`src/rtl/load_store_unit.sv`:
```
// Load/store unit: byte, halfword and word accesses onto a byte/word data memory; halfwords take two byte accesses.
// Latency 2 (byte/word), 3 (halfword), 1 (rejected); REQ_READY only in IDLE, so one request in flight at a time.
module load_store_unit #(
    parameter int MEM_BYTES = 128
) (
    input  logic        CLK,
    input  logic        RST,
    input  logic        REQ_VALID,
    output logic        REQ_READY,
    input  logic        REQ_WE,
    input  logic [1:0]  REQ_SIZE,
    input  logic        REQ_SIGNED,
    input  logic [31:0] REQ_ADDR,
    input  logic [31:0] REQ_WDATA,
    output logic        RESP_VALID,
    output logic [31:0] RESP_RDATA,
    output logic        RESP_ERR,
    output logic [31:0] MEM_A,
    output logic [31:0] MEM_WD,
    output logic        MEM_BYTE_RD,
    output logic        MEM_BYTE_WR,
    output logic        MEM_WRITE,
    output logic        MEM_EN,
    input  logic [31:0] MEM_RD
);

    typedef enum logic [1:0] {IDLE, ACC0, ACC1, RESP} stateType;

    localparam logic [32:0] memLimit = 33'(MEM_BYTES);

    stateType    state, nextState;
    logic [31:0] addrQ, wdataQ, rdataQ;
    logic [1:0]  sizeQ;
    logic        weQ, signedQ, errQ;
    logic [2:0]  nBytes;
    logic [32:0] lastByte;
    logic        reqBad;

    // 33-bit last-byte address so a request wrapping past 2^32 still fails the range check
    always_comb begin
        case (REQ_SIZE)
            2'b00:   nBytes = 3'd1;
            2'b01:   nBytes = 3'd2;
            default: nBytes = 3'd4;
        endcase
        lastByte = {1'b0, REQ_ADDR} + 33'(nBytes) - 33'd1;
        reqBad   = (REQ_SIZE == 2'b11)
                 | ((REQ_SIZE == 2'b10) && (REQ_ADDR[1:0] != 2'b00))
                 | ((REQ_SIZE == 2'b01) && REQ_ADDR[0])
                 | (lastByte >= memLimit);
    end

    always_ff @(posedge CLK or negedge RST) begin
        if (!RST) state <= IDLE;
        else      state <= nextState;
    end

    always_comb begin
        nextState   = state;
        REQ_READY   = 1'b0;
        RESP_VALID  = 1'b0;
        RESP_RDATA  = 32'd0;
        RESP_ERR    = 1'b0;
        MEM_A       = 32'd0;
        MEM_WD      = 32'd0;
        MEM_BYTE_RD = 1'b0;
        MEM_BYTE_WR = 1'b0;
        MEM_WRITE   = 1'b0;
        MEM_EN      = 1'b0;
        case (state)
            IDLE: begin
                REQ_READY = RST;
                if (REQ_VALID && RST) nextState = reqBad ? RESP : ACC0;
            end
            ACC0: begin
                MEM_EN    = 1'b1;
                MEM_A     = addrQ;
                MEM_WRITE = weQ;
                if (sizeQ == 2'b10) begin
                    MEM_WD = wdataQ;
                end else begin
                    MEM_BYTE_RD = 1'b1;
                    MEM_BYTE_WR = 1'b1;
                    MEM_WD      = {24'd0, wdataQ[7:0]};
                end
                nextState = (sizeQ == 2'b01) ? ACC1 : RESP;
            end
            ACC1: begin
                MEM_EN      = 1'b1;
                MEM_A       = addrQ + 32'd1;
                MEM_WRITE   = weQ;
                MEM_BYTE_RD = 1'b1;
                MEM_BYTE_WR = 1'b1;
                MEM_WD      = {24'd0, wdataQ[15:8]};
                nextState   = RESP;
            end
            RESP: begin
                RESP_VALID = 1'b1;
                RESP_RDATA = rdataQ;
                RESP_ERR   = errQ;
                nextState  = IDLE;
            end
            default: nextState = IDLE;
        endcase
    end

    // Halfword loads park the low byte in rdataQ[7:0] during ACC0 and extend from the high byte in ACC1
    always_ff @(posedge CLK or negedge RST) begin
        if (!RST) begin
            addrQ   <= 32'd0;
            wdataQ  <= 32'd0;
            rdataQ  <= 32'd0;
            sizeQ   <= 2'b00;
            weQ     <= 1'b0;
            signedQ <= 1'b0;
            errQ    <= 1'b0;
        end else begin
            case (state)
                IDLE: begin
                    if (REQ_VALID) begin
                        addrQ   <= REQ_ADDR;
                        wdataQ  <= REQ_WDATA;
                        sizeQ   <= REQ_SIZE;
                        weQ     <= REQ_WE;
                        signedQ <= REQ_SIGNED;
                        errQ    <= reqBad;
                        rdataQ  <= 32'd0;
                    end
                end
                ACC0: begin
                    if (!weQ) begin
                        case (sizeQ)
                            2'b10:   rdataQ <= MEM_RD;
                            2'b00:   rdataQ <= {{24{signedQ & MEM_RD[7]}}, MEM_RD[7:0]};
                            default: rdataQ <= {24'd0, MEM_RD[7:0]};
                        endcase
                    end
                end
                ACC1: begin
                    if (!weQ) rdataQ <= {{16{signedQ & MEM_RD[7]}}, MEM_RD[7:0], rdataQ[7:0]};
                end
                default: ;
            endcase
        end
    end

endmodule

```
`config.mk`:
```
export PLATFORM = sky130hd
export DESIGN_NAME = load_store_unit
export DESIGN_NICKNAME = d
export VERILOG_FILES = /design/src/rtl/load_store_unit.sv
export SDC_FILE = /design/constraint.sdc
export NUM_CORES = 1
export LEC_CHECK = 0
export BUFFER_PORTS_ARGS = -buffer_cell sky130_fd_sc_hd__buf_2
export CAP_MARGIN = 25
export CORE_MARGIN = 3
export CORE_UTILIZATION = 30
export DETAILED_ROUTE_END_ITERATION = 8
export GPL_ROUTABILITY_DRIVEN = 0
export MAX_ROUTING_LAYER = met4
export RECOVER_POWER = 50
export REMOVE_ABC_BUFFERS = 1
export SETUP_SLACK_MARGIN = 0.5
export SKIP_LAST_GASP = 1
export SLEW_MARGIN = 20
export SYNTH_ARGS = -nofsm -noshare
export SYNTH_HDL_FRONTEND = slang
export SYNTH_SLANG_ARGS = --single-unit
```
`constraint.sdc`:
```
create_clock -name CLK -period 7.5 [get_ports CLK]
set_input_delay 0.375 -clock CLK [delete_from_list [all_inputs] [get_ports CLK]]
set_output_delay 0.375 -clock CLK [all_outputs]
set_load 0.01 [all_outputs]
```
==> impl_metrics.py <==
metrics = {
    "timing": {
        "rsz0062_at_grt": "no",
        "fin_crit_sh": 0.489,
        "fin_crit_ns": 3.66,
        "report.final.slew_viol_count": 121,
        "setup_viol": 0,
        "timing_hold_violations_final": 0,
        "max_clock_freq_ghz": 0.273,
        "post-route-worst-setup-slack_ns": 3.84,
        "timing.max_slew.rel_slack": -0.979,
        "max_slew.worst_pin.slew_ns": 2.97,
        "setup-tns-final_ns": 0,
        "clock-skew-final_ns": 0.0108,
    },
    "routing": {
        "drcViolationCount": 0,
        "drtIter0Drc": 730,
        "drt-vias-per-instance": 5.32,
        "num_vias": 7989,
        "antenna_left": 0,
        "drt_first_pass_iters": 5,
        "avgRoutedWirePerCell_um": 16.9,
        "totalWireLength_mm": 25.5,
    },
    "clock_network": {
        "post-cts-setup-buffer-count": 0,
        "tritoncts": "yes",
        "ctsLongestPathBuffers": 2,
        "clock_insertion_delay_worst_skew_ns": 0.35,
        "cts_repair_resize_count": 0,
        "worst_setup_hold_path_clk_slew_ns": 0.07,
        "cts.sink_count": 103,
        "htree_levels": 3,
        "cts_root_buf": "clkbuf_16",
        "numCtsBuffers": 9,
        "ctsHoldBuffers": 0,
    },
    "logic_synthesis": {
        "number_of_warnings_issued_by_yosys": 0,
        "yosys_register_bits": 103,
        "post_syn_area_um2": 8090,
        "synth_cells": 1005,
        "count_of_unique_library_cells_instantiated_by_yosys": 73,
        "synthFlopType": "dfrtp_1",
        "number_of_synthesized_flops_with_an_enable_pin": 0,
        "async_flop_share": 1.00,
        "ys_seq_area_frac": 0.319,
        "postSynthAreaPerCell_um2": 8.05,
    },
    "run_status": {
        "violations_in_the_final_reports": "capacitance limit, slew limit",
        "status": "finished with violations",
    },
    "setup_path": {
        "path_cells": "buf_2, or2_2, ha_1, inv_1, ha_1, inv_1, fa_1, nor2b_1, o31ai_4, a32oi_1, o21ai_0, or4_1, nor4_2, o2111ai_1, or3_1, o21ba_1",
        "timing.critical_path.max_delay_family": "simple AND/OR/NAND/NOR gates",
        "cp_data_arrival_time_ns": 3.90,
        "wp_buf_inv": 3,
        "timing.critical_path.from": "REQ_SIZE[0]",
        "slowest_stage": "or4_1",
        "setup.worst_path.class": "in -> reg",
        "crit_path_start_kind": "input port",
        "timing.critical_path.slowest_cell_delay_ns": 0.49,
        "crit_path_end_kind": "flop",
        "ff2ff_path_depth": 5,
        "worst-path-stages": 16,
        "cp_max_fo": 8,
        "rr_startpoint": "state[1]",
        "timing.rr.end": "addrQ[7]",
        "timing.reg2reg.setup_slack_ns": 4.50,
        "cp.required_ns": 7.74,
        "critPathCapture": "errQ",
    },
    "floorplan": {
        "height_of_the_die_um": 170,
        "ioPinCount": 206,
        "start_util": 0.308,
        "placement_rows": 59,
        "chipWidth_um": 170,
        "die_area_um2": 29000,
        "core_region_area_um2": 26300,
    },
    "grt": {
        "grt_overflow": 0,
        "gr-usage-all-layers": 0.177,
        "first_global_vias": 7572,
        "largest_net_degree_at_the_start_of_global_routing": 67,
        "grt_first_pass_wirelength_mm": 40.0,
        "grt_antenna_before_repair": 0,
    },
    "place": {
        "pre_cts_slack_ns": 3.51,
        "port_buffers": 205,
        "detailed_place.area_um2": 9280,
        "hpwlAfterDp_mm": 19.7,
        "dp.cells": 1486,
    },
    "power": {
        "max-vdd-ir-drop_v": 0.000175,
        "power.density_cell_area_nw_per_um2": 311,
        "static-leakage-power_nw": 4.68,
    },
    "final_layout": {
        "layout_common_cells": "buf_2, nand2_1, o21ai_0",
        "finalCoreUtilization": 0.364,
        "drive_above_1_share": 0.235,
        "antenna_cells_inserted": 0,
        "final_cell_area_um2": 9560,
        "layout.nets": 1307,
        "instances_no_fill": 1503,
        "area_growth_pct": 18.2,
        "layout.cells.most_common": "buf_2",
    },
    "hold_path": {
        "hold_path_depth": 2,
        "min-delay-path-class": "in -> reg",
    },
    "flow_run": {
        "drv_cap": 2,
    },
}
[flip-flops by register name, summed over array words and instances, names as in the netlist]
register,cells
errQ,1
rdataQ,32
state,2
weQ,1
signedQ,1
addrQ,32
sizeQ,2
wdataQ,32
[kinds of logic (layout without fill, tap and decap cells)]
group                      after synthesis  count (layout)  share of synthesized area
muxes                                   41              41                     0.0565
and+or+nand+nor                        347             347                      0.214
buffers and inverters                  125             288                     0.0678
adders and majority gates               41              41                     0.0644
DFF                                    103             103                      0.319
AOI/OAI and AO/OA                      335             335                      0.265
xor gates and xnor gates                13              13                     0.0141
[power breakdown]
part | switching (mW) | internal [mW]
clock | 0.218 | 0.239
combinational | 0.915 | 0.567
sequential | 0.215 | 0.817
[final cells by class]
type / instances / area, um^2
Clock buffer: 10 / 239
Multi-Input combinational cell: 777 / 4990
Timing Repair Buffer: 213 / 1060
Sequential cell: 103 / 2580
Inverter: 59 / 221
Fill cell: 2789 / 16700
Tap cell: 335 / 419
Clock inverter: 6 / 51.3
[worst min path at each step]
stage | from | end | slack, ns
after floorplan | RST | addrQ[0] | 0.08
after global placement | rdataQ[29] | rdataQ[29] | 0.46
after detailed placement | rdataQ[14] | rdataQ[14] | 0.47
after CTS | RST | addrQ[24] | 0.11
after global routing | REQ_WDATA[21] | wdataQ[21] | 0.24
final | REQ_WDATA[11] | wdataQ[11] | 0.25
[layer usage]
layer	vias to the layer above	part of all wire	wire length (um)	global-route usage
met4	0	0.028	713	0.0656
li1	3944	-	-	-
met2	276	0.47	12000	0.289
met5	-	0	0	-
met3	48	0.049	1250	0.0237
met1	3721	0.45	11500	0.225
[cell usage after synthesis (4+ instances only)]
cell type / number / share of area
nand2_1: 136 / 0.063
o21ai_0: 135 / 0.084
dfrtp_1: 103 / 0.32
inv_1: 59 / 0.027
a21oi_1: 54 / 0.033
clkbuf_1: 51 / 0.024
and2_1: 43 / 0.033
ha_1: 40 / 0.062
nor2_1: 40 / 0.019
mux2_2: 37 / 0.052
and3_1: 36 / 0.028
a21o_1: 33 / 0.031
nand3_1: 33 / 0.020
a31oi_1: 15 / 0.012
a22o_1: 13 / 0.014
nand4_1: 12 / 0.0093
a22oi_1: 11 / 0.010
nor3_1: 11 / 0.0068
o31ai_1: 11 / 0.010
o2111ai_1: 10 / 0.011
buf_6: 8 / 0.011
xor2_1: 7 / 0.0076
and4_1: 6 / 0.0065
o21a_1: 6 / 0.0056
xnor2_1: 6 / 0.0065
nand2b_1: 5 / 0.0039
nor2b_1: 5 / 0.0039
a211o_1: 4 / 0.0043
mux2i_1: 4 / 0.0050
o211ai_1: 4 / 0.0037
o41ai_1: 4 / 0.0043
or3_1: 4 / 0.0031
[through the flow]
| step | total power [mW] | hold slack, ns |
|---|---|---|
| floorplan | 1.95 | 0.0794 |
| global placement | 2.51 | 0.456 |
| detailed placement | 2.53 | 0.466 |
| CTS | 3.00 | 0.106 |
| global route | 3.23 | 0.245 |
| finish | 2.97 | 0.255 |
Power figures use the tool's default switching activity.
